--- src/rtl/seg_scan_decoder.sv ---
// Receive-side decoder for a two-digit multiplexed 7-segment bus: debounces each pattern,
// decodes it and holds both digits. Define SEGS_SYNC_EN to add a 2-flop input synchronizer.
module seg_scan_decoder #(
    parameter int STABLE_CYCLES  = 3,
    parameter int TIMEOUT_CYCLES = 1000
) (
    input  logic        clk,
    input  logic        reset,
    input  logic [11:0] segs,
    output logic [3:0]  digit1,
    output logic [3:0]  digit2,
    output logic        d1_valid,
    output logic        d2_valid,
    output logic        update,
    output logic        frame,
    output logic        code_err,
    output logic        stale
);

    // state      | meaning
    // S_WAIT_SEL | bus blanked, waiting for exactly one digit select
    // S_SETTLE   | counting consecutive identical samples
    // S_ACCEPT   | pattern accepted this cycle (update or code_err pulse)
    // S_HOLD     | accepted pattern still on the bus; wait for any change

    localparam int              TW       = $clog2(TIMEOUT_CYCLES + 1);
    localparam logic [3:0]      STABLE_C = 4'(STABLE_CYCLES);
    localparam logic [TW-1:0]   TMO_C    = TW'(TIMEOUT_CYCLES);

    typedef enum logic [1:0] {
        S_WAIT_SEL,
        S_SETTLE,
        S_ACCEPT,
        S_HOLD
    } state_t;

    logic [11:0] segs_in;

`ifdef SEGS_SYNC_EN
    logic [11:0] sync_a;
    logic [11:0] sync_b;

    always_ff @(posedge clk or negedge reset) begin
        if (!reset) begin
            sync_a <= '0;
            sync_b <= '0;
        end else begin
            sync_a <= segs;
            sync_b <= sync_a;
        end
    end

    assign segs_in = sync_b;
`else
    assign segs_in = segs;
`endif

    logic unused_segs;
    assign unused_segs = ^{segs_in[11:10], segs_in[8]};

    // Packed as {sel2, sel1, g..a}; ignored bus bits never reach the compare logic
    logic [8:0]    samp;
    logic [8:0]    prev;
    logic [8:0]    lock;
    state_t        state;
    state_t        state_nxt;
    logic [3:0]    cnt;
    logic [3:0]    cnt_nxt;
    logic [TW-1:0] idle;
    logic [TW-1:0] idle_inc;
    logic          seen1;
    logic          seen2;
    logic          sel1;
    logic          blank;
    logic          dec_legal;
    logic [3:0]    dec_val;
    logic          enter_acc;
    logic          upd_nxt;

    assign sel1     = samp[7] & ~samp[8];
    assign blank    = ~(samp[7] ^ samp[8]);
    assign idle_inc = idle + TW'(1);

    always_comb begin
        dec_legal = 1'b1;
        dec_val   = 4'd0;
        case (samp[6:0])
            7'h3F: dec_val = 4'd0;
            7'h06: dec_val = 4'd1;
            7'h5B: dec_val = 4'd2;
            7'h4F: dec_val = 4'd3;
            7'h66: dec_val = 4'd4;
            7'h6D: dec_val = 4'd5;
            7'h7D: dec_val = 4'd6;
            7'h07: dec_val = 4'd7;
            7'h7F: dec_val = 4'd8;
            7'h6F: dec_val = 4'd9;
            default: dec_legal = 1'b0;
        endcase
    end

    always_comb begin
        state_nxt = state;
        cnt_nxt   = cnt;
        case (state)
            S_WAIT_SEL: begin
                if (!blank) begin
                    cnt_nxt   = 4'd1;
                    state_nxt = (STABLE_C == 4'd1) ? S_ACCEPT : S_SETTLE;
                end
            end
            S_SETTLE: begin
                if (samp == prev) begin
                    cnt_nxt = cnt + 4'd1;
                    if (cnt_nxt >= STABLE_C) begin
                        state_nxt = S_ACCEPT;
                    end
                end else if (blank) begin
                    cnt_nxt   = 4'd0;
                    state_nxt = S_WAIT_SEL;
                end else begin
                    cnt_nxt   = 4'd1;
                    state_nxt = (STABLE_C == 4'd1) ? S_ACCEPT : S_SETTLE;
                end
            end
            S_ACCEPT: begin
                cnt_nxt   = 4'd0;
                state_nxt = S_HOLD;
            end
            S_HOLD: begin
                // Compared against the accepted pattern so a change during ACCEPT is not lost
                if (samp != lock) begin
                    if (blank) begin
                        cnt_nxt   = 4'd0;
                        state_nxt = S_WAIT_SEL;
                    end else begin
                        cnt_nxt   = 4'd1;
                        state_nxt = (STABLE_C == 4'd1) ? S_ACCEPT : S_SETTLE;
                    end
                end
            end
            default: begin
                cnt_nxt   = 4'd0;
                state_nxt = S_WAIT_SEL;
            end
        endcase
    end

    assign enter_acc = (state_nxt == S_ACCEPT);
    assign upd_nxt   = enter_acc & dec_legal;

    always_ff @(posedge clk or negedge reset) begin
        if (!reset) begin
            state <= S_WAIT_SEL;
            cnt   <= '0;
            samp  <= '0;
            prev  <= '0;
            lock  <= '0;
        end else begin
            state <= state_nxt;
            cnt   <= cnt_nxt;
            samp  <= {segs_in[9], segs_in[7], segs_in[6:0]};
            prev  <= samp;
            if (enter_acc) begin
                lock <= samp;
            end
        end
    end

    // Output pulses are registered so they line up with the ACCEPT state cycle
    always_ff @(posedge clk or negedge reset) begin
        if (!reset) begin
            digit1   <= '0;
            digit2   <= '0;
            d1_valid <= 1'b0;
            d2_valid <= 1'b0;
            update   <= 1'b0;
            frame    <= 1'b0;
            code_err <= 1'b0;
            stale    <= 1'b0;
            seen1    <= 1'b0;
            seen2    <= 1'b0;
            idle     <= '0;
        end else begin
            update   <= upd_nxt;
            code_err <= enter_acc & ~dec_legal;
            frame    <= 1'b0;
            if (upd_nxt) begin
                idle  <= '0;
                stale <= 1'b0;
                if (sel1) begin
                    digit1   <= dec_val;
                    d1_valid <= 1'b1;
                    if (seen2) begin
                        frame <= 1'b1;
                        seen1 <= 1'b0;
                        seen2 <= 1'b0;
                    end else begin
                        seen1 <= 1'b1;
                    end
                end else begin
                    digit2   <= dec_val;
                    d2_valid <= 1'b1;
                    if (seen1) begin
                        frame <= 1'b1;
                        seen1 <= 1'b0;
                        seen2 <= 1'b0;
                    end else begin
                        seen2 <= 1'b1;
                    end
                end
            end else if (idle != TMO_C) begin
                idle <= idle_inc;
                if (idle_inc == TMO_C) begin
                    stale    <= 1'b1;
                    d1_valid <= 1'b0;
                    d2_valid <= 1'b0;
                    seen1    <= 1'b0;
                    seen2    <= 1'b0;
                end
            end
        end
    end

endmodule

--- config.mk ---
export PLATFORM = sky130hd
export DESIGN_NAME = seg_scan_decoder
export DESIGN_NICKNAME = d
export VERILOG_FILES = /design/src/rtl/seg_scan_decoder.sv
export SDC_FILE = /design/constraint.sdc
export NUM_CORES = 1
export LEC_CHECK = 0
export ABC_AREA = 1
export ABC_CLOCK_PERIOD_IN_PS = 2100
export CORE_MARGIN = 2
export CORE_UTILIZATION = 30
export CTS_CLUSTER_DIAMETER = 120
export DETAILED_ROUTE_END_ITERATION = 6
export GPL_ROUTABILITY_DRIVEN = 1
export GPL_TIMING_DRIVEN = 0
export SYNTH_ARGS = -nofsm -noshare
export SYNTH_HDL_FRONTEND = slang
export SYNTH_SLANG_ARGS = --single-unit
--- constraint.sdc ---
create_clock -name clk -period 2.1 [get_ports clk]
set_clock_uncertainty 0.1 [all_clocks]
set_input_delay 0.42 -clock clk [delete_from_list [all_inputs] [get_ports clk]]
set_output_delay 0.42 -clock clk [all_outputs]
set_load 0.01 [all_outputs]
==> summary.txt, run 1 <==
Status
  • Status: finished clean

Placed design
  • Pre-CTS setup slack: ~0.12 ns
  • HPWL Detailed: ~4300 µm
  • RD Place Congestion: 0.780
  • Port Buf Inserts: 24

Setup path
  • Worst Reg-to-Reg Cells: 11
  • Setup crit end kind: flip-flop
  • Worst Path Required: between 2 and 2.5 ns
  • Startpoint types: flip-flop
  • Worst R2R Start: idle[0]$_DFFE_PN0P_
  • Crit-path max FO: 5
  • CP peak stage delay: between 0.4 and 0.5 ns
  • CP max stage cell: dfrtp_2
  • Worst EP arrival: approximately 2.1 ns
  • Cell mode on critical path: nand2_1
  • Critical path class: reg2reg
  • Crit-path cells: ha_1 -> nand2_1 -> nor2_1 -> xor2_1 -> inv_1 -> nor2_1 -> nand4_1 -> nor2_2 -> nand2_1 -> nand2_1 -> nand2_1
  • Critical R2R Capture: d2_valid$_DFFE_PN0P_
  • R2R setup slack: approximately 0.16 ns

Synth
  • Adder-cell share of the synthesized area: 2.13%
  • Post-synth top area share: between 50% and 60%
  • Register bit total from synthesis: 59
  • Ys flop type: dfrtp_1
  • Most frequent cell after synthesis: nand2_1
  • Post-synthesis xor/xnor area fraction: 3.28%
  • EDFF count, synth: 0
  • Synthesized instance count: between 300 and 400
  • Synthesized area: slightly below 3000 µm²
  • Commonest cells in the netlist: nand2_1 (109), dfrtp_1 (59), inv_1 (47)
  • Yosys warning count: 0
  • Mux share of post-synthesis cell area: 0%
  • Cell variety after synth: 33
  • Synth Area in Compound Gates: around 5.4%
  • Simple-gate share of the synthesized area: about 30%
  • Mean Syn Cell Area: between 8 and 9 µm²
  • Yosys top cell by area: dfrtp_1
  • Seq/Total Area, Yosys: between 50% and 60%
  • FFs w/ async S/R, synth: between 90% and 100%
  • Synth top area cells: dfrtp_1 (50%), nand2_1 (14%), inv_1 (6.0%)
  • Largest family of logic cells by synthesized area: simple AND/OR/NAND/NOR gates
  • Syn_nets: 380

Timing
  • Final setup violation count: 0
  • Actual slew at the worst max-slew pin: between 0.5 and 0.6 ns
  • Slew Viols, Final: 0
  • Final period util: around 90%
  • Final hold vios: 0
  • Minimum hold slack: approximately 0.27 ns
  • Fmax: a little over 0.5 GHz
  • Setup WS post-layout: approximately 0.16 ns
  • Min Tclk post-route: slightly below 2 ns
  • Fin Setup TNS: 0 ns
  • Max_slew headroom: between 60% and 70%

GRT
  • Gr usage total: ~12%
  • First-pass GRT wire length: around 10000 µm
  • Remaining Overflow, GRT: 0
  • Initial antenna violation count: 0
  • Pin count of the biggest net entering global routing: 39
  • Vias in the first global route: between 2000 and 2500

Die
  • Initial Utilization: between 30% and 40%
  • DIE AREA: between 10000 and 15000 µm²
  • Die Y: just over 100 µm
  • I/O pins: 28
  • Core Box Area: just under 10000 µm²
  • Die width: around 100 µm
  • Rows: 36

Clocking
  • Clock sinks: 59
  • Num CTS Buffers: 9
  • H-tree Lvls: 3
  • CTS max path bufs: 2
  • Clock Latency Late Sink: between 0.3 and 0.4 ns
  • CTS tree: done
  • CTS clk-pin slew, worst paths: approximately 0.07 ns
  • Root buffer selected by CTS: clkbuf_8

Detailed routing
  • # DRC: 0
  • Antenna Nets Post-Route: 0
  • Vias per inst: 4.39
  • 1st-iter DRT viols: roughly 110
  • DRT Pass-1 Iters: 4
  • Wirelength per Cell: roughly 11 µm
  • WL final: about 5900 µm
  • DR vias: 2364

Worst hold path
  • Min-Delay Endpoint: prev[4]$_DFF_PN0_
  • Min-Delay Path Depth: 0
  • Hold_sp: samp[4]$_DFF_PN0_
  • Worst hold-check path type: reg2reg

Layout
  • Layout Nets: between 400 and 500
  • Fill cell count: 1029
  • Inserted Diodes: 0
  • Layout area overhead: 23.1%
  • End-of-flow core utilization: between 30% and 40%
  • FF+latch area: between 1000 and 1500 µm²
  • Area of the multi-input gates: ~1200 µm²
  • Share of cells above drive strength 1: 13.3%

Power
  • Pwr/cell area: 711 nW/µm²
  • Overall Power: around 0.0026 W
  • Peak supply drop: approximately 0.35 mV
  • Static Leak: around 1.8 nW

Job
  • Max Cap Viol: 0
==> cell families after synthesis <==
kind of cell               Yosys count
DFF                                 59
and+or+nand+nor                    202
adders and majority gates            5
buffers and inverters               57
AOI/OAI and AO/OA                   27
xor gates and xnor gates            11
==> per-stage QoR <==
stage / instance area, µm² / cells
3_5_place_dp: 3360 / 519
5_1_grt: 3620 / 539
3_3_place_gp: 3350 / 518
6_report: 3620 / 539
2_1_floorplan: 2940 / 361
4_1_cts: 3580 / 536
==> worst max-delay path by stage <==
stage                         from                    to  slack (ns)  depth (start not counted)
6_report       idle[0]$_DFFE_PN0P_  d2_valid$_DFFE_PN0P_        0.16                         11
5_1_grt        idle[1]$_DFFE_PN0P_  d2_valid$_DFFE_PN0P_       -0.08                         11
4_1_cts        idle[0]$_DFFE_PN0P_  d2_valid$_DFFE_PN0P_        0.10                         11
3_5_place_dp   idle[0]$_DFFE_PN0P_  d2_valid$_DFFE_PN0P_        0.12                         11
3_3_place_gp                 reset     samp[2]$_DFF_PN0_       -1.47                          1
2_1_floorplan   cnt[0]$_DFFE_PN0P_     stale$_DFFE_PN0P_        0.35                         13
==> sequential cells by signal, summed over array words and instances (netlist names) <==
signal and count:
frame 1, d2_valid 1, lock 9, samp 9, seen1 1, prev 9
code_err 1, update 1, stale 1, idle 10, seen2 1, digit1 4
cnt 4, state 2, digit2 4, d1_valid 1
==> final cells by class <==
class | instances | area share, %
sequential | 59 | 40.9
multi-input combinational | 245 | 33.7
timing repair buffer | 29 | 7.95
inverter | 52 | 5.81
tap | 133 | 4.60
clock buffer | 10 | 3.53
clock inverter | 6 | 2.21
buffer | 5 | 1.24
==> critical path, delay by kind of cell, from the launching register on <==
| family | cells | cell delay (ns) |
|---|---|---|
| buffers and inverters | 1 | 0.08 |
| adder cells (fa/ha/maj) | 1 | 0.21 |
| AND/OR/NAND/NOR | 8 | 0.74 |
| XOR/XNOR | 1 | 0.25 |
| flip-flops | 1 | 0.44 |
==> power by group <==
group          total [W]  leakage, nW  switching, W  internal, W
Sequential       0.00122        0.760     0.0000413      0.00118
Combinational   0.000230        0.902      0.000145    0.0000852
Clock            0.00113        0.110      0.000466     0.000660
Total            0.00257         1.77      0.000652      0.00192
==> cells in the final DEF, fill, tap and decap left out, types with 2 or more instances in the layout <==
cell type,count
a22o_1,2
buf_12,2
nor2_1,39
dfrtp_1,55
nor3_1,6
nor2_2,13
nand3_1,19
clkbuf_8,9
nor2_4,2
nand4_1,8
nand3_4,2
clkbuf_1,2
xnor2_1,3
inv_1,47
xor2_1,8
o21ai_0,11
dfrtp_2,4
clkdlybuf4s50_1,23
buf_4,3
ha_1,5
bufinv_16,2
buf_2,3
inv_2,3
o21ai_1,8
clkinv_2,4
nand2_1,109
==> what timing repair did <==
| action | 4_1_cts | 5_1_grt |
|---|---|---|
| hold buffers | 1 | 0 |
| setup endpoints to repair | 0 | 19 |
| buffers inserted | 0 | 3 |
| hold endpoints to repair | 21 | 0 |
| gates resized for setup | 0 | 8 |
==> metal layers <==
metal	up-vias	GRT usage [%]	wire length (µm)
li1	1205	-	-
met1	1108	15.2	2670
met2	41	20.5	2860
met3	10	3.46	214
met4	0	5.57	112
met5	-	0	0
Power figures use the tool's default switching activity.
==> inputs of run 2 (changes only) <==
--- a/config.mk
+++ b/config.mk
@@ -7,8 +7,8 @@
 export LEC_CHECK = 0
 export ABC_AREA = 1
 export ABC_CLOCK_PERIOD_IN_PS = 2100
-export CORE_MARGIN = 2
 export CORE_UTILIZATION = 30
+export CTS_BUF_LIST = sky130_fd_sc_hd__clkbuf_4 sky130_fd_sc_hd__clkbuf_8
 export CTS_CLUSTER_DIAMETER = 120
 export DETAILED_ROUTE_END_ITERATION = 6
 export GPL_ROUTABILITY_DRIVEN = 1
==> run 2 against run 1 <==
Against the previous run: total power rose by 3.7%; die area down 3.8%; critical endpoint is now seen2$_DFFE_PN0P_; fmax up 1.5%; sequential cell count did not move; cell count is the same; highest routed layer unchanged.
==> summary.txt, run 2 (synthesis gave the netlist of run 1 again) <==
Setup path
  • R2R setup slack: approximately 0.19 ns
  • Startpoint types: flip-flop
  • Setup crit end kind: flip-flop
  • Crit-path leading delay family: simple AND/OR/NAND/NOR gates
  • Crit-path cells: ha_1 -> nand2_1 -> nor2_1 -> xor2_1 -> buf_4 -> nand3_1 -> nor2_1 -> nand3_1 -> nand3_1 -> nand2_1
  • Worst EP arrival: 2.04 ns
  • Worst R2R Start: idle[1]$_DFFE_PN0P_
  • Crit-path max FO: 5
  • CP peak stage delay: between 0.4 and 0.5 ns
  • Critical R2R Capture: seen2$_DFFE_PN0P_
  • Critical path class: reg2reg
  • Bufs and invs on worst path: 1
  • CP max stage cell: dfrtp_1
  • Worst Path Required: around 2.2 ns
  • Cell mode on critical path: nand3_1
  • Worst Reg-to-Reg Cells: 10

GRT
  • Remaining Overflow, GRT: 0
  • Pin count of the biggest net entering global routing: 39
  • Initial antenna violation count: 0
  • Gr usage total: between 10% and 20%
  • First-pass GRT wire length: 10200 µm
  • Vias in the first global route: 2267

Die
  • I/O pins: 28
  • Die width: about 100 µm
  • Core Box Area: 9370 µm²
  • DIE AREA: 10200 µm²
  • Die Y: roughly 100 µm
  • Rows: 35
  • Initial Utilization: 31.4%

Power
  • Pwr/cell area: around 730 nW/µm²
  • Peak supply drop: roughly 0.48 mV
  • Static Leak: 1.80 nW

Detailed routing
  • 1st-iter DRT viols: 90
  • WL final: 5830 µm
  • Antenna Nets Post-Route: 0
  • # DRC: 0
  • DRT Pass-1 Iters: 4
  • DR vias: 2351
  • Wirelength per Cell: roughly 11 µm
  • Vias per inst: about 4.4

Timing
  • RSZ-0062 raised after global routing: false
  • Final period util: about nine tenths
  • Min Tclk post-route: between 1.5 and 2 ns
  • Final setup violation count: 0
  • Fmax: ~0.52 GHz
  • Final hold vios: 0
  • Max_slew headroom: between 60% and 70%
  • Actual slew at the worst max-slew pin: about 0.51 ns
  • Slew Viols, Final: 0
  • Minimum hold slack: ~0.27 ns

Worst hold path
  • Worst hold-check path type: reg2reg
  • Min-Delay Path Depth: 0
  • Hold_sp: samp[4]$_DFF_PN0_
  • Min-Delay Endpoint: prev[4]$_DFF_PN0_

Layout
  • Layout area overhead: 24.8%
  • Most frequent cells in the layout: nand2_1 (109), dfrtp_1 (57), inv_1 (47), nor2_1 (40), clkdlybuf4s50_1 (23)
  • Final instance area: ~3700 µm²
  • Max FFs per register: 10
  • Most common cell after layout, fill and taps aside: nand2_1
  • Most flops, register: idle
  • End-of-flow core utilization: 39.1%
  • Layout Nets: between 400 and 500
  • Inserted Diodes: 0
  • Share of cells above drive strength 1: 13.9%

Clocking
  • CTS max path bufs: 2
  • CTS clk-pin slew, worst paths: around 0.070 ns
  • Clock Latency Late Sink: roughly 0.35 ns
  • Clock sinks: 59
  • H-tree Lvls: 3
  • CTS tree: done
  • Root buffer selected by CTS: clkbuf_8
  • Num CTS Buffers: 9

Status
  • Status: finished clean

Placed design
  • HPWL Detailed: roughly 4200 µm
  • Dpl cell area: ~3400 µm²
  • RD Place Congestion: approximately 0.80
  • Port Buf Inserts: 24

Job
  • Max Cap Viol: 0
## run 2: cell count changes in the layout (fill, tap and decap cells not counted), moves of 2 or more
cell / change
buf_4: +4
clkinv_2: -3
clkbuf_8: +2
dfrtp_1: +2
dfrtp_2: -2
## run 2: what timing repair did
action | CTS | global route
hold endpoints to repair | 21 | 0
resized for setup | 0 | 6
buffers inserted | 0 | 7
hold buffers | 1 | 0
setup endpoints to repair | 0 | 17
## run 2: how the worst max path moves through the flow
| stage | depth (start not counted) | slack (ns) | from | end |
|---|---|---|---|---|
| global route | 13 | 0.004 | cnt[0]$_DFFE_PN0P_ | idle[9]$_DFFE_PN0P_ |
| CTS | 13 | 0.15 | cnt[0]$_DFFE_PN0P_ | stale$_DFFE_PN0P_ |
| detailed placement | 11 | 0.17 | samp[3]$_DFF_PN0_ | idle[4]$_DFFE_PN0P_ |
| global placement | 1 | -1.46 | reset | cnt[2]$_DFFE_PN0P_ |
| floorplan | 13 | 0.35 | cnt[0]$_DFFE_PN0P_ | stale$_DFFE_PN0P_ |
| finish | 10 | 0.19 | idle[1]$_DFFE_PN0P_ | seen2$_DFFE_PN0P_ |
## run 2: metrics by stage
stage	std cells	worst slack [ns]	TNS [ns]	power [W]
after CTS	532	0.146	0	0.00268
after global placement	514	-1.46	-86.12	0.00146
after floorplan	361	0.349	0	0.00138
final	539	0.192	0	0.00267
after global routing	539	0.00435	0	0.00280
after detailed placement	515	0.170	0	0.00147
## run 2: power breakdown
part | internal [W] | switching, W
logic | 0.0000967 | 0.000154
registers | 0.00118 | 0.0000407
clock network | 0.000744 | 0.000454
total | 0.00202 | 0.000649
## run 2: final cells by class
| type | instances | area, µm² |
|---|---|---|
| Inverter | 52 | 210 |
| Fill cell | 971 | 5700 |
| Multi-Input combinational cell | 245 | 1220 |
| Sequential cell | 59 | 1480 |
| Buffer | 5 | 48.8 |
| Clock inverter | 4 | 72.6 |
| Timing Repair Buffer | 33 | 318 |
| Tap cell | 129 | 161 |
| Clock buffer | 12 | 159 |
## run 2: metal layers
| metal | share of wire, % | global-route usage, % |
|---|---|---|
| met2 | 47 | 21.3 |
| met4 | 1.9 | 5.69 |
| met5 | 0 | 0 |
| met1 | 48 | 15.7 |
| met3 | 3.0 | 3.81 |
==> inputs of run 3 (changes only) <==
--- a/config.mk
+++ b/config.mk
@@ -7,12 +7,13 @@
 export LEC_CHECK = 0
 export ABC_AREA = 1
 export ABC_CLOCK_PERIOD_IN_PS = 2100
-export CORE_UTILIZATION = 30
+export CORE_UTILIZATION = 50
 export CTS_BUF_LIST = sky130_fd_sc_hd__clkbuf_4 sky130_fd_sc_hd__clkbuf_8
 export CTS_CLUSTER_DIAMETER = 120
 export DETAILED_ROUTE_END_ITERATION = 6
 export GPL_ROUTABILITY_DRIVEN = 1
 export GPL_TIMING_DRIVEN = 0
+export PLACE_DENSITY = 0.71
 export SYNTH_ARGS = -nofsm -noshare
 export SYNTH_HDL_FRONTEND = slang
 export SYNTH_SLANG_ARGS = --single-unit
==> run 3 against run 2 <==
Against the previous run: cell count down 12%; via count down 0.89%; fmax down 2.5%; setup slack worse by 0.050 ns; sequential power about the same; routed wire length down 1.9%; global-route usage up 8.4 points; total power up 2.5%; design area down 2.5%; core utilization up 25 points; highest routed layer unchanged.
==> summary.txt, run 3 (synthesis gave the netlist of run 1 again) <==
Timing
  • Min Tclk post-route: ~2.0 ns
  • Slew Viols, Final: 0
  • Final period util: 93.2%
  • Actual slew at the worst max-slew pin: between 0.7 and 0.8 ns
  • Fmax: 0.511 GHz
  • Final setup violation count: 0
  • Final hold vios: 0
  • Max_slew headroom: around 53%
  • Fin Setup TNS: 0 ns

Job
  • Max Cap Viol: 0

Clocking
  • Clock sinks: 59
  • Num CTS Buffers: 9
  • CTS tree: done
  • CTS max path bufs: 2
  • CTS clk-pin slew, worst paths: about 0.060 ns
  • Clock Latency Late Sink: around 0.34 ns
  • H-tree Lvls: 3
  • Root buffer selected by CTS: clkbuf_8

Layout
  • Max FFs per register: 10
  • Fill cell count: around 480
  • Layout area overhead: 21.7%
  • Most frequent cells in the layout: nand2_1 (109), dfrtp_1 (58), inv_1 (47), nor2_1 (39), clkdlybuf4s50_1 (23)
  • Most flops, register: idle
  • Inserted Diodes: 0
  • Most common cell after layout, fill and taps aside: nand2_1
  • Share of cells above drive strength 1: between 10% and 20%
  • Layout Nets: between 400 and 500
  • Post-route insts no fill: roughly 480

Placed design
  • HPWL Detailed: ~4000 µm
  • DP Cell Count: 458
  • RD Place Congestion: about 0.85
  • Port Buf Inserts: 24

Setup path
  • Worst EP arrival: about 2.1 ns
  • Critical R2R Capture: idle[8]$_DFFE_PN0P_
  • Worst R2R Start: samp[3]$_DFF_PN0_
  • Setup crit end kind: flip-flop
  • Startpoint types: flip-flop
  • Critical path class: reg2reg
  • Worst Reg-to-Reg Cells: 11
  • Crit-path max FO: 10
  • Worst Path Required: 2.23 ns
  • R2R setup slack: 0.14 ns
  • CP Launch Point: samp[3]$_DFF_PN0_

Detailed routing
  • Vias per inst: 4.89
  • DR vias: 2330
  • Wirelength per Cell: about 12 µm
  • # DRC: 0
  • WL final: ~5700 µm
  • DRT Pass-1 Iters: 4
  • Antenna Nets Post-Route: 0
  • 1st-iter DRT viols: between 100 and 150

GRT
  • Remaining Overflow, GRT: 0
  • First-pass GRT wire length: around 10000 µm
  • GRT Max-Usage Layer: met2
  • M2 GR Usage: a little over a third
  • Gr usage total: 21.4%
  • Met3 global-route usage: 5.93%
  • Vias in the first global route: approximately 2300
  • Initial antenna violation count: 0
  • GR met1 Demand/Resource: around a quarter
  • Pin count of the biggest net entering global routing: 31

Status
  • Status: finished clean

Die
  • Die Y: between 70 and 80 µm
  • Initial Utilization: a little over half
  • Die width: 78.7 µm
  • I/O pins: 28
  • DIE AREA: approximately 6200 µm²
  • Core Box Area: ~5600 µm²
  • Rows: 27

Power
  • Static Leak: ~1.8 nW
  • Pwr/cell area: 765 nW/µm²
  • Peak supply drop: between 0.5 and 0.6 mV

Worst hold path
  • Worst hold-check path type: in2async
-- run 3: repair_timing --
item,4_1_cts,5_1_grt
setup endpoints to repair,0,13
resized for setup,0,7
hold buffers,0,0
buffers inserted,0,2
-- run 3: final cells by class --
| type | instances | area (µm²) | area share, % |
|---|---|---|---|
| Sequential cell | 59 | 1480 | 41.3 |
| Multi-Input combinational cell | 245 | 1240 | 34.6 |
| Timing Repair Buffer | 27 | 270 | 7.56 |
| Inverter | 52 | 210 | 5.88 |
| Clock buffer | 11 | 145 | 4.06 |
| Clock inverter | 5 | 100 | 2.80 |
| Tap cell | 72 | 90.1 | 2.52 |
| Buffer | 5 | 45.0 | 1.26 |
-- run 3: per-stage QoR --
stage	cell area, µm²	hold slack [ns]	total power [W]	utilization, %	setup slack (ns)
after floorplan	2940	0.0244	0.00138	-	0.349
after global placement	3270	0.256	0.00146	58.7	-1.41
after detailed placement	3280	0.256	0.00147	58.9	0.132
after CTS	3530	0.0499	0.00276	63.3	0.0943
after global routing	3580	0.0810	0.00285	64.2	-0.0236
final	3580	0.0251	0.00274	64.2	0.142
-- run 3: worst max-delay path by stage --
stage | slack, ns | endpoint | depth (start not counted)
after floorplan | 0.35 | stale$_DFFE_PN0P_ | 13
final | 0.14 | idle[8]$_DFFE_PN0P_ | 11
after CTS | 0.09 | idle[8]$_DFFE_PN0P_ | 11
after detailed placement | 0.13 | idle[4]$_DFFE_PN0P_ | 11
after global placement | -1.41 | digit1[0]$_DFFE_PN0P_ | 1
after global routing | -0.02 | d2_valid$_DFFE_PN0P_ | 11
-- run 3: metal layers --
metal | up-vias | part of all wire, %
met3 | 7 | 4.5
met2 | 66 | 49
met1 | 1060 | 45
met4 | 0 | 1.3
li1 | 1197 | -
met5 | - | 0
-- run 3: where the power goes --
part | switching (W) | leakage [nW] | internal (W) | total (W)
registers | 0.0000420 | 0.763 | 0.00118 | 0.00122
clock network | 0.000452 | 0.127 | 0.000830 | 0.00128
logic | 0.000151 | 0.902 | 0.0000831 | 0.000235
-- run 3: worst max-delay path: stages (launching register included) --
cell     delay [ns]
dfrtp_1        0.43
inv_1          0.15
nand2_1        0.08
nor2_1         0.20
nand2_1        0.12
nor2_1         0.18
nor2_2         0.10
nand3_4        0.13
nand2_4        0.09
inv_4          0.08
buf_12         0.14
nor2_2         0.04
